**src/rtl/tt_sweep_capture_pkg.sv**
```systemverilog
// ---------------------------------------------------------------------------
// tt_sweep_capture_pkg
// Shared definitions for the truth-table sweep engine: the FSM state type,
// default sizing parameters and a helper that sizes the settle counter.
// No ports; imported by the interface, the top and the popcount sub-module.
// ---------------------------------------------------------------------------
package tt_sweep_capture_pkg;

  // Sweep engine states: waiting for start, walking the patterns, and a
  // single completion cycle that publishes the result.
  typedef enum logic [1:0] {
    IDLE = 2'd0,
    RUN  = 2'd1,
    DONE = 2'd2
  } state_t;

  localparam int DEFAULT_N_IN   = 3;
  localparam int DEFAULT_SETTLE = 2;

  // The settle counter must hold the value SETTLE, and a zero-width counter
  // is not legal, so a SETTLE of 0 still gets a one-bit counter.
  function automatic int cntWidth(input int settle);
    return (settle < 1) ? 1 : $clog2(settle + 1);
  endfunction

endpackage

```
**src/rtl/tt_sweep_capture_if.sv**
```systemverilog
// ---------------------------------------------------------------------------
// tt_sweep_capture_if
// Bundles the signals between the sweep engine and its surroundings.
//   start      : request a sweep (engine input)
//   expected   : expected truth table, bit i = z for x == i (engine input)
//   z          : output of the combinational DUT under test (engine input)
//   x          : pattern driven onto the DUT inputs (engine output)
//   busy       : sweep in progress (engine output)
//   done       : one-cycle completion pulse (engine output)
//   tt         : captured truth table (engine output)
//   match      : captured table equals the latched expected table
//   err_count  : number of differing table entries
// Modport master is the engine side, slave is the environment side.
// ---------------------------------------------------------------------------
interface tt_sweep_capture_if
  import tt_sweep_capture_pkg::*;
#(
  parameter int N_IN = DEFAULT_N_IN
) ();

  localparam int TW = 2 ** N_IN;

  logic              start;
  logic [TW-1:0]     expected;
  logic              z;
  logic [N_IN-1:0]   x;
  logic              busy;
  logic              done;
  logic [TW-1:0]     tt;
  logic              match;
  logic [N_IN:0]     err_count;

  modport master (
    input  start, expected, z,
    output x, busy, done, tt, match, err_count
  );

  modport slave (
    output start, expected, z,
    input  x, busy, done, tt, match, err_count
  );

endinterface

```
**src/rtl/tt_sweep_capture_popcount.sv**
```systemverilog
// ---------------------------------------------------------------------------
// tt_sweep_capture_popcount
// Purely combinational population count.
//   i_bits  : W-bit input vector
//   o_count : number of ones in i_bits, OW bits wide
// ---------------------------------------------------------------------------
module tt_sweep_capture_popcount
  import tt_sweep_capture_pkg::*;
#(
  parameter int W  = 8,
  parameter int OW = $clog2(W + 1)
) (
  input  logic [W-1:0]  i_bits,
  output logic [OW-1:0] o_count
);

  // Simple ripple sum of every bit; the tables here are small enough that
  // an adder tree would not buy anything.
  always_comb begin
    o_count = '0;
    for (int i = 0; i < W; i++) begin
      o_count = o_count + OW'(i_bits[i]);
    end
  end

endmodule

```
**src/rtl/tt_sweep_capture.sv**
```systemverilog
// ---------------------------------------------------------------------------
// tt_sweep_capture
// Exhaustive sweep engine for an N_IN-input combinational DUT. On start it
// drives every pattern in ascending order, holds each for SETTLE+1 cycles,
// samples z at the end of the hold and builds a truth table, then compares
// it against the expected table latched at start.
//   i_clk   : clock, rising edge
//   i_rst_n : synchronous reset, active low
//   bus     : tt_sweep_capture_if master (start/expected/z in,
//             x/busy/done/tt/match/err_count out)
// ---------------------------------------------------------------------------
module tt_sweep_capture
  import tt_sweep_capture_pkg::*;
#(
  parameter int N_IN   = DEFAULT_N_IN,
  parameter int SETTLE = DEFAULT_SETTLE
) (
  input  logic              i_clk,
  input  logic              i_rst_n,
  tt_sweep_capture_if.master bus
);

  localparam int TW = 2 ** N_IN;
  localparam int CW = cntWidth(SETTLE);

  state_t            r_state;
  state_t            w_nextState;
  logic [N_IN-1:0]   r_idx;
  logic [CW-1:0]     r_cnt;
  logic [TW-1:0]     r_tt;
  logic [TW-1:0]     r_expectedQ;
  logic              r_resultValid;
  logic              w_sampleNow;
  logic              w_lastIdx;
  logic [N_IN:0]     w_diffCount;

  // The pattern has been held long enough once the settle counter reaches
  // SETTLE; the sweep ends when that happens on the all-ones pattern, so
  // idx never has to wrap.
  assign w_sampleNow = (r_cnt == CW'(SETTLE));
  assign w_lastIdx   = (r_idx == {N_IN{1'b1}});

  // State register. Reset wins from any state, which is what lets an
  // aborted sweep vanish without a done pulse or a result.
  always_ff @(posedge i_clk) begin
    if (!i_rst_n) begin
      r_state <= IDLE;
    end else begin
      r_state <= w_nextState;
    end
  end

  // Next-state logic. start only matters in IDLE; DONE always falls back
  // to IDLE so a held start needs one IDLE cycle before the next sweep.
  always_comb begin
    w_nextState = r_state;
    unique case (r_state)
      IDLE:    if (bus.start) w_nextState = RUN;
      RUN:     if (w_sampleNow && w_lastIdx) w_nextState = DONE;
      DONE:    w_nextState = IDLE;
      default: w_nextState = IDLE;
    endcase
  end

  // Outputs decoded from state. x is only non-zero while patterns are
  // actually being applied.
  always_comb begin
    bus.x    = '0;
    bus.busy = 1'b0;
    bus.done = 1'b0;
    unique case (r_state)
      RUN: begin
        bus.x    = r_idx;
        bus.busy = 1'b1;
      end
      DONE:    bus.done = 1'b1;
      default: ;
    endcase
  end

  // Datapath: latch the expected table at start so later changes on the
  // input are ignored, walk idx/cnt during RUN capturing z into the table,
  // and mark the result valid in the DONE cycle.
  always_ff @(posedge i_clk) begin
    if (!i_rst_n) begin
      r_idx         <= '0;
      r_cnt         <= '0;
      r_tt          <= '0;
      r_expectedQ   <= '0;
      r_resultValid <= 1'b0;
    end else begin
      unique case (r_state)
        IDLE: begin
          if (bus.start) begin
            r_expectedQ   <= bus.expected;
            r_tt          <= '0;
            r_idx         <= '0;
            r_cnt         <= '0;
            r_resultValid <= 1'b0;
          end
        end
        RUN: begin
          if (w_sampleNow) begin
            r_tt[r_idx] <= bus.z;
            r_cnt       <= '0;
            if (!w_lastIdx) r_idx <= r_idx + N_IN'(1);
          end else begin
            r_cnt <= r_cnt + CW'(1);
          end
        end
        DONE:    r_resultValid <= 1'b1;
        default: ;
      endcase
    end
  end

  tt_sweep_capture_popcount #(
    .W  (TW),
    .OW (N_IN + 1)
  ) u_popcount (
    .i_bits  (r_tt ^ r_expectedQ),
    .o_count (w_diffCount)
  );

  // Comparison results are gated so they read zero until a sweep has
  // actually completed.
  assign bus.tt        = r_tt;
  assign bus.match     = r_resultValid & (r_tt == r_expectedQ);
  assign bus.err_count = r_resultValid ? w_diffCount : '0;

endmodule

```
**src/flat_wrapper.sv**
```systemverilog
// flat-port wrapper written by rule: the top's interface ports become plain ports
module tt_sweep_capture_flat import tt_sweep_capture_pkg::*;
#(
  parameter int N_IN   = DEFAULT_N_IN,
  parameter int SETTLE = DEFAULT_SETTLE
)
  (i_clk, i_rst_n, bus_start, bus_expected, bus_z, bus_x, bus_busy, bus_done, bus_tt, bus_match, bus_err_count);
  tt_sweep_capture_if #(.N_IN(N_IN)) bus_i ();
  input  logic i_clk;
  input  logic i_rst_n;
  input wire logic [$bits(bus_i.start)-1:0] bus_start;
  input wire logic [$bits(bus_i.expected)-1:0] bus_expected;
  input wire logic [$bits(bus_i.z)-1:0] bus_z;
  output wire logic [$bits(bus_i.x)-1:0] bus_x;
  output wire logic [$bits(bus_i.busy)-1:0] bus_busy;
  output wire logic [$bits(bus_i.done)-1:0] bus_done;
  output wire logic [$bits(bus_i.tt)-1:0] bus_tt;
  output wire logic [$bits(bus_i.match)-1:0] bus_match;
  output wire logic [$bits(bus_i.err_count)-1:0] bus_err_count;
  assign bus_i.start = bus_start;
  assign bus_i.expected = bus_expected;
  assign bus_i.z = bus_z;
  assign bus_x = bus_i.x;
  assign bus_busy = bus_i.busy;
  assign bus_done = bus_i.done;
  assign bus_tt = bus_i.tt;
  assign bus_match = bus_i.match;
  assign bus_err_count = bus_i.err_count;
  tt_sweep_capture #(.N_IN(N_IN), .SETTLE(SETTLE)) u_core (.i_clk(i_clk), .i_rst_n(i_rst_n), .bus(bus_i));
endmodule
```
**config.mk**
```make
export PLATFORM = sky130hd
export DESIGN_NAME = tt_sweep_capture_flat
export DESIGN_NICKNAME = d
export VERILOG_FILES = /design/src/rtl/tt_sweep_capture_pkg.sv /design/src/rtl/tt_sweep_capture_if.sv /design/src/rtl/tt_sweep_capture_popcount.sv /design/src/rtl/tt_sweep_capture.sv /design/src/flat_wrapper.sv
export SDC_FILE = /design/constraint.sdc
export NUM_CORES = 1
export LEC_CHECK = 0
export CAP_MARGIN = 10
export CORE_UTILIZATION = 57
export CTS_BUF_LIST = sky130_fd_sc_hd__clkbuf_4 sky130_fd_sc_hd__clkbuf_8
export DETAILED_ROUTE_END_ITERATION = 10
export GPL_TIMING_DRIVEN = 0
export PLACE_DENSITY = 0.95
export SYNTH_ARGS = -nofsm -noshare
export SYNTH_HDL_FRONTEND = slang
export SYNTH_SLANG_ARGS = --single-unit
```
**constraint.sdc**
```tcl
create_clock -name i_clk -period 8.7 [get_ports i_clk]
set_input_delay 1.74 -clock i_clk [delete_from_list [all_inputs] [get_ports i_clk]]
set_output_delay 1.74 -clock i_clk [all_outputs]
set_load 0.1 [all_outputs]
```
==> metrics, run 1 <==
cts hold-fix bufs=0; CP Capture Type=output pin; area of the multi-input gates=871 um2; CTS sink count=24; Initial Util=63.0%; via count=1308; max_cap viols=0; Finished Core Util=79.0%; Reg area=480 um2; via/cell ratio=5.71; Final min period=6.40 ns; mapped cell area=0.00145 mm2; final hold vios=0; number of synthesized flops with an enable pin=0; clock share of power=33.8%; # port buffers=28; Critical Path RT=6.96 ns; GPL Wtd Cong=0.837; GRT Util Overall=28.8%; Logic pwr share=18.0%; H-tree levels=1; final setup TNS=0 ns; Worst-Skew Late Latency=0.32 ns; design area=0.00181 mm2; Static Leak=0.717 nW; Yosys top cell area share=33.2%; Synth Flop Type=dfxtp_1; cell taking the most area after synthesis=dfxtp_1; largest cells by area after synthesis=dfxtp_1 33%, nand2_1 7.0%, fa_1 5.5%; VDD IR-drop max=0.0858 mV; CP Cell Sequence=xnor2_1 > inv_1 > fa_1 > fa_1 > inv_1 > fa_1 > inv_1 > ha_1 > inv_1 > fa_1 > xnor2_1 > and2_1 > clkdlybuf4s50_1; Async SR Flop Fraction=0%; PostCTS Resize Cnt=0; initial antenna violation count=0; RSZ-0062 raised after global routing=no; hold slack=0.485 ns; worst slew pin tran=0.993 ns; DRC Markers=0; # fillers=159; switching pwr=0.0620 mW; Slew headroom=33.6%; slowest CP cell=clkdlybuf4s50_1; DR iter-0 viols=30; CTS Buffer Depth=2; Slew Viols, Final=0; antenna-violating nets left=0; Hold Path Class=flop to flop; sequential area share after synthesis=33.2%; TritonRoute pass-1 iters=4; Sw Ratio=25.7%; Mean Syn Cell Area=8.56 um2; post-synthesis instance total=169; Synth cell types=38; layout cell share with drive strength beyond 1=8.46%; Overflow after GRT=0; max incr delay on CP=1.12 ns; dpl ws=2.67 ns; Buf/Inv on CP=5; total number of yosys warnings=0; Core ar.=0.00230 mm2; routed wire length=3450 um; fin worst setup slack=2.30 ns; most frequent cells after synthesis=27 x nand2_1, 24 x dfxtp_1, 10 x a21boi_0; die width=52.4 um; diodes inserted=0; Nets=224; Ports=30; placed instance area=0.00176 mm2; Worst path top cell family by delay=adder cells; most common cell in the synthesized netlist=nand2_1; CTS tree=yes; die area=0.00274 mm2; Final period util=73.6%; post-DP HPWL=2670 um; wire length per cell=15.1 um; syn nets=191; root buf cell=clkbuf_4; Power Density=133 mW/mm2; die height=52.4 um; sequential share of power=48.2%; clock skew=0.00211 ns; vias in the first global route=1296; Power Internal=0.179 mW; status=complete, no violations; setup bufs post-CTS=0; largest net degree at the start of global routing=15; Fmax achieved=0.156 GHz; Reg clk slew, reported paths=0.13 ns; Synth Register Bits=24; area growth from synthesis to final layout=25.4%; Num CTS Buffers=3; crit path DAT=4.66 ns; FP Rows=17; crit path kind=flop to output pin; Worst setup SP type=flop; first-pass GRT wire length=5670 um; Setup Viol. Count Final=0; CP max FO=3
==> area by class of cell <==
cell class	instances	share of cell area (%)
plain buffers	11	3.17
clock buffers	3	1.24
clock inverters	1	1.66
inverters	10	2.07
multi-input cells	124	48.0
flip-flops and latches	24	26.5
well taps	28	1.93
repair buffers	28	15.4
==> per-stage QoR <==
stage	instances	power, mW
after floorplan	169	0.147
after detailed placement	225	0.162
final	229	0.241
after global placement	225	0.158
after CTS	229	0.243
after global routing	229	0.253
==> cell usage in the layout, fill, tap and decap left out, drive strengths merged, types with 4 or more instances in the layout <==
| cell | count |
|---|---|
| clkdlybuf4s50 | 28 |
| buf | 6 |
| nor2b | 5 |
| fa | 4 |
| nand3 | 5 |
| nand4 | 4 |
| o21ai | 4 |
| or3b | 4 |
| ha | 6 |
| a21boi | 13 |
| xnor2 | 4 |
| inv | 10 |
| dfxtp | 24 |
| nand2 | 27 |
| a22oi | 6 |
| o22ai | 4 |
| or3 | 4 |
| and2 | 6 |
| xor2 | 5 |
| clkbuf | 8 |
==> tightest hold or removal path, cell delays in order, from the launching register on <==
cell and delay (ns):
dfxtp_1 0.34, nand2_1 0.05, a21boi_0 0.06
==> power by group through the flow <==
stage	Combinational, mW	Clock (mW)	Sequential, mW
6_report	0.0433	0.0814	0.116
4_1_cts	0.0432	0.0835	0.116
3_5_place_dp	0.0431	0	0.118
5_1_grt	0.0479	0.0886	0.117
3_3_place_gp	0.0398	0	0.118
2_1_floorplan	0.0296	0	0.118
==> state kept, by name, summed over array words and instances (netlist names) <==
name,count
u_core.bus.tt,8
u_core.r_cnt,2
u_core.r_idx,3
u_core.r_resultValid,1
u_core.r_state,2
u_core.r_expectedQ,8
==> layer usage <==
layer | up-vias | track usage (%) | part of all wire (%)
met3 | 6 | 3.77 | 2.8
met1 | 619 | 32.6 | 42
met2 | 34 | 53.8 | 54
li1 | 649 | - | -
met5 | - | 0 | 0
met4 | 0 | 11.0 | 1.3
==> path summary, 6_finish.rpt <==
kind / startpoint / end / slack [ns] / cells after the start
hold / removal: u_core.r_expectedQ[5]$_SDFFE_PN0P_ / u_core.r_expectedQ[5]$_SDFFE_PN0P_ / 0.49 / 2
setup / recovery: u_core.bus.tt[0]$_SDFFE_PN0P_ / bus_err_count[2] / 2.30 / 13
setup reg to reg: u_core.r_idx[0]$_SDFFE_PN0P_ / u_core.r_idx[0]$_SDFFE_PN0P_ / 7.29 / 4
hold reg to reg: u_core.r_expectedQ[5]$_SDFFE_PN0P_ / u_core.r_expectedQ[5]$_SDFFE_PN0P_ / 0.49 / 2
==> cell families (layout without fill, tap and decap cells) <==
| family | after synthesis | after routing | synth area share (%) |
|---|---|---|---|
| simple gates | 69 | 69 | 26.6 |
| compound gates | 36 | 36 | 17.4 |
| buf+inv | 21 | 53 | 6.57 |
| flops | 24 | 24 | 33.2 |
| fa+ha+maj | 10 | 10 | 10.7 |
| xor+xnor | 9 | 9 | 5.45 |
Power figures use the tool's default switching activity.
==> inputs of run 2 (changes only) <==
--- a/config.mk
+++ b/config.mk
@@ -6,11 +6,11 @@
 export NUM_CORES = 1
 export LEC_CHECK = 0
 export CAP_MARGIN = 10
-export CORE_UTILIZATION = 57
+export CORE_UTILIZATION = 53
 export CTS_BUF_LIST = sky130_fd_sc_hd__clkbuf_4 sky130_fd_sc_hd__clkbuf_8
 export DETAILED_ROUTE_END_ITERATION = 10
 export GPL_TIMING_DRIVEN = 0
-export PLACE_DENSITY = 0.95
+export PLACE_DENSITY = 0.93
 export SYNTH_ARGS = -nofsm -noshare
 export SYNTH_HDL_FRONTEND = slang
 export SYNTH_SLANG_ARGS = --single-unit
==> constraint.sdc (replaced) <==
create_clock -name i_clk -period 6.4 [get_ports i_clk]
set_input_delay 1.28 -clock i_clk [delete_from_list [all_inputs] [get_ports i_clk]]
set_output_delay 1.28 -clock i_clk [all_outputs]
set_load 0.1 [all_outputs]
==> metrics, run 2 (same netlist as run 1, synthesis figures left out) <==
Final period util=92.9%; crit path DAT=4.67 ns (about the same); VDD IR-drop max=0.0992 mV (+16%); cts hold-fix bufs=0 (unchanged); Critical Path RT=5.12 ns (-1.84 ns); Setup Viol. Count Final=0 (unchanged); Sw Ratio=27.8% (+2.1 points); met1 track demand over resource=29.7% (-2.9 points); via/cell ratio=5.61 (-1.8%); Initial Util=57.3% (-5.6 points); die height=54.2 um (+3.6%); setup bufs post-CTS=0 (unchanged); clock skew=0.00440 ns (+0.00228 ns); final hold vios=0 (unchanged); die area=0.00294 mm2 (+7.2%); FP Rows=18 (+1); RSZ-0062 raised after global routing=no; layout cell share with drive strength beyond 1=8.00% (-0.46 points); via count=1290 (-1.4%); GRT Util Overall=24.1% (-4.7 points); die width=54.2 um (+3.6%); DRC Markers=0 (unchanged); wire length per cell=13.6 um (-9.7%); status=complete, no violations; H-tree levels=1 (unchanged); Slew headroom=34.2% (+0.65 points); diodes inserted=0 (unchanged); vias in the first global route=1185 (-8.6%); Nets=224 (unchanged); Logic pwr share=20.8% (+2.8 points); antenna-violating nets left=0 (unchanged); PostCTS Resize Cnt=0 (unchanged); worst slew pin tran=0.983 ns (-0.00978 ns); commonest non-fill, non-tap cell in the layout=clkdlybuf4s50_1; GPL Wtd Cong=0.844 (+0.84%); fin worst setup slack=0.452 ns (-1.85 ns); TritonRoute pass-1 iters=4 (unchanged); Overflow after GRT=0 (unchanged); met2 Use GR=41.7% (-12 points); Power Density=157 mW/mm2 (+18%); # port buffers=28 (unchanged); grt met3 use=3.06% (-0.71 points); routed wire length=3130 um (-9.3%); DR iter-0 viols=39 (+30%); Worst-Skew Late Latency=0.31 ns (about the same); design area=0.00179 mm2 (-1.5%); Ports=30 (unchanged); dpl ws=0.819 ns (-1.85 ns); clock share of power=22.9% (-11 points); initial antenna violation count=0 (unchanged); largest net degree at the start of global routing=13 (-2); Slew Viols, Final=0 (unchanged); Power Internal=0.202 mW (+13%); root buf cell=clkbuf_4; crit path kind=flop to output pin; switching pwr=0.0779 mW (+26%); post-DP HPWL=2380 um (-11%); Top Usage Layer GRT=met2; area growth from synthesis to final layout=23.5%; Hold Path Class=flop to flop; CTS sink count=24 (unchanged); Fmax achieved=0.168 GHz; most frequent cells in the layout=28 x clkdlybuf4s50_1, 27 x nand2_1, 24 x dfxtp_1, 10 x a21boi_0, 9 x inv_1; placed instance area=0.00176 mm2 (+0.14%); CTS Buffer Depth=2 (unchanged); final setup TNS=0 ns (unchanged); Num CTS Buffers=3 (unchanged); Worst setup SP type=flop; max_cap viols=0 (unchanged); sequential share of power=56.3% (+8.1 points); Core ar.=0.00252 mm2 (+9.8%); Static Leak=0.703 nW (-2.0%); first-pass GRT wire length=5100 um (-10%); CP Capture Type=output pin; CP max FO=3 (unchanged); CTS tree=yes; Final min period=5.95 ns; Reg clk slew, reported paths=0.12 ns (about the same)
run 2: cell type report:
cell class	count	area [um2]
Buffer	11	57.6
Clock buffer	3	22.5
Fill cell	203	736
Inverter	10	37.5
Multi-Input combinational cell	124	871
Sequential cell	24	480
Tap cell	30	37.5
Timing Repair Buffer	28	280
run 2: stage by stage:
step,cells,utilization (%),hold WS (ns),total power [mW]
after floorplan,169,-,0.455,0.200
after global placement,227,69.9,0.461,0.215
after detailed placement,227,69.9,0.476,0.218
after CTS,230,70.8,0.494,0.280
after global routing,230,70.8,0.505,0.294
final,230,70.8,0.490,0.280
run 2: final timing paths:
path                                            from                                  to  slack, ns  depth (start not counted)
setup / recovery       u_core.bus.tt[0]$_SDFFE_PN0P_                    bus_err_count[2]       0.45                         13
hold / removal    u_core.r_expectedQ[6]$_SDFFE_PN0P_  u_core.r_expectedQ[6]$_SDFFE_PN0P_       0.49                          2
setup reg to reg        u_core.r_idx[0]$_SDFFE_PN0P_        u_core.r_idx[0]$_SDFFE_PN0P_       5.01                          4
hold reg to reg   u_core.r_expectedQ[6]$_SDFFE_PN0P_  u_core.r_expectedQ[6]$_SDFFE_PN0P_       0.49                          2
run 2: routing by layer:
layer / wire, um / up-vias
met3: 159 / 4
met2: 1560 / 42
met1: 1370 / 601
li1: - / 643
met4: 42 / 0
met5: 0 / -
run 2: power by group through the flow:
stage | sequential (mW) | clock, mW | combinational (mW)
floorplan | 0.160 | 0 | 0.0403
global placement | 0.160 | 0 | 0.0544
detailed placement | 0.161 | 0 | 0.0576
CTS | 0.157 | 0.0652 | 0.0578
global route | 0.158 | 0.0717 | 0.0642
finish | 0.157 | 0.0640 | 0.0583
run 2: critical path, cell delays in order (launching register included):
cell	delay, ns
dfxtp_1	0.36
xnor2_1	0.22
inv_1	0.10
fa_1	0.52
fa_1	0.56
inv_1	0.06
fa_1	0.46
inv_1	0.07
ha_1	0.17
inv_1	0.06
fa_1	0.37
xnor2_1	0.13
and2_1	0.15
clkdlybuf4s50_1	1.13
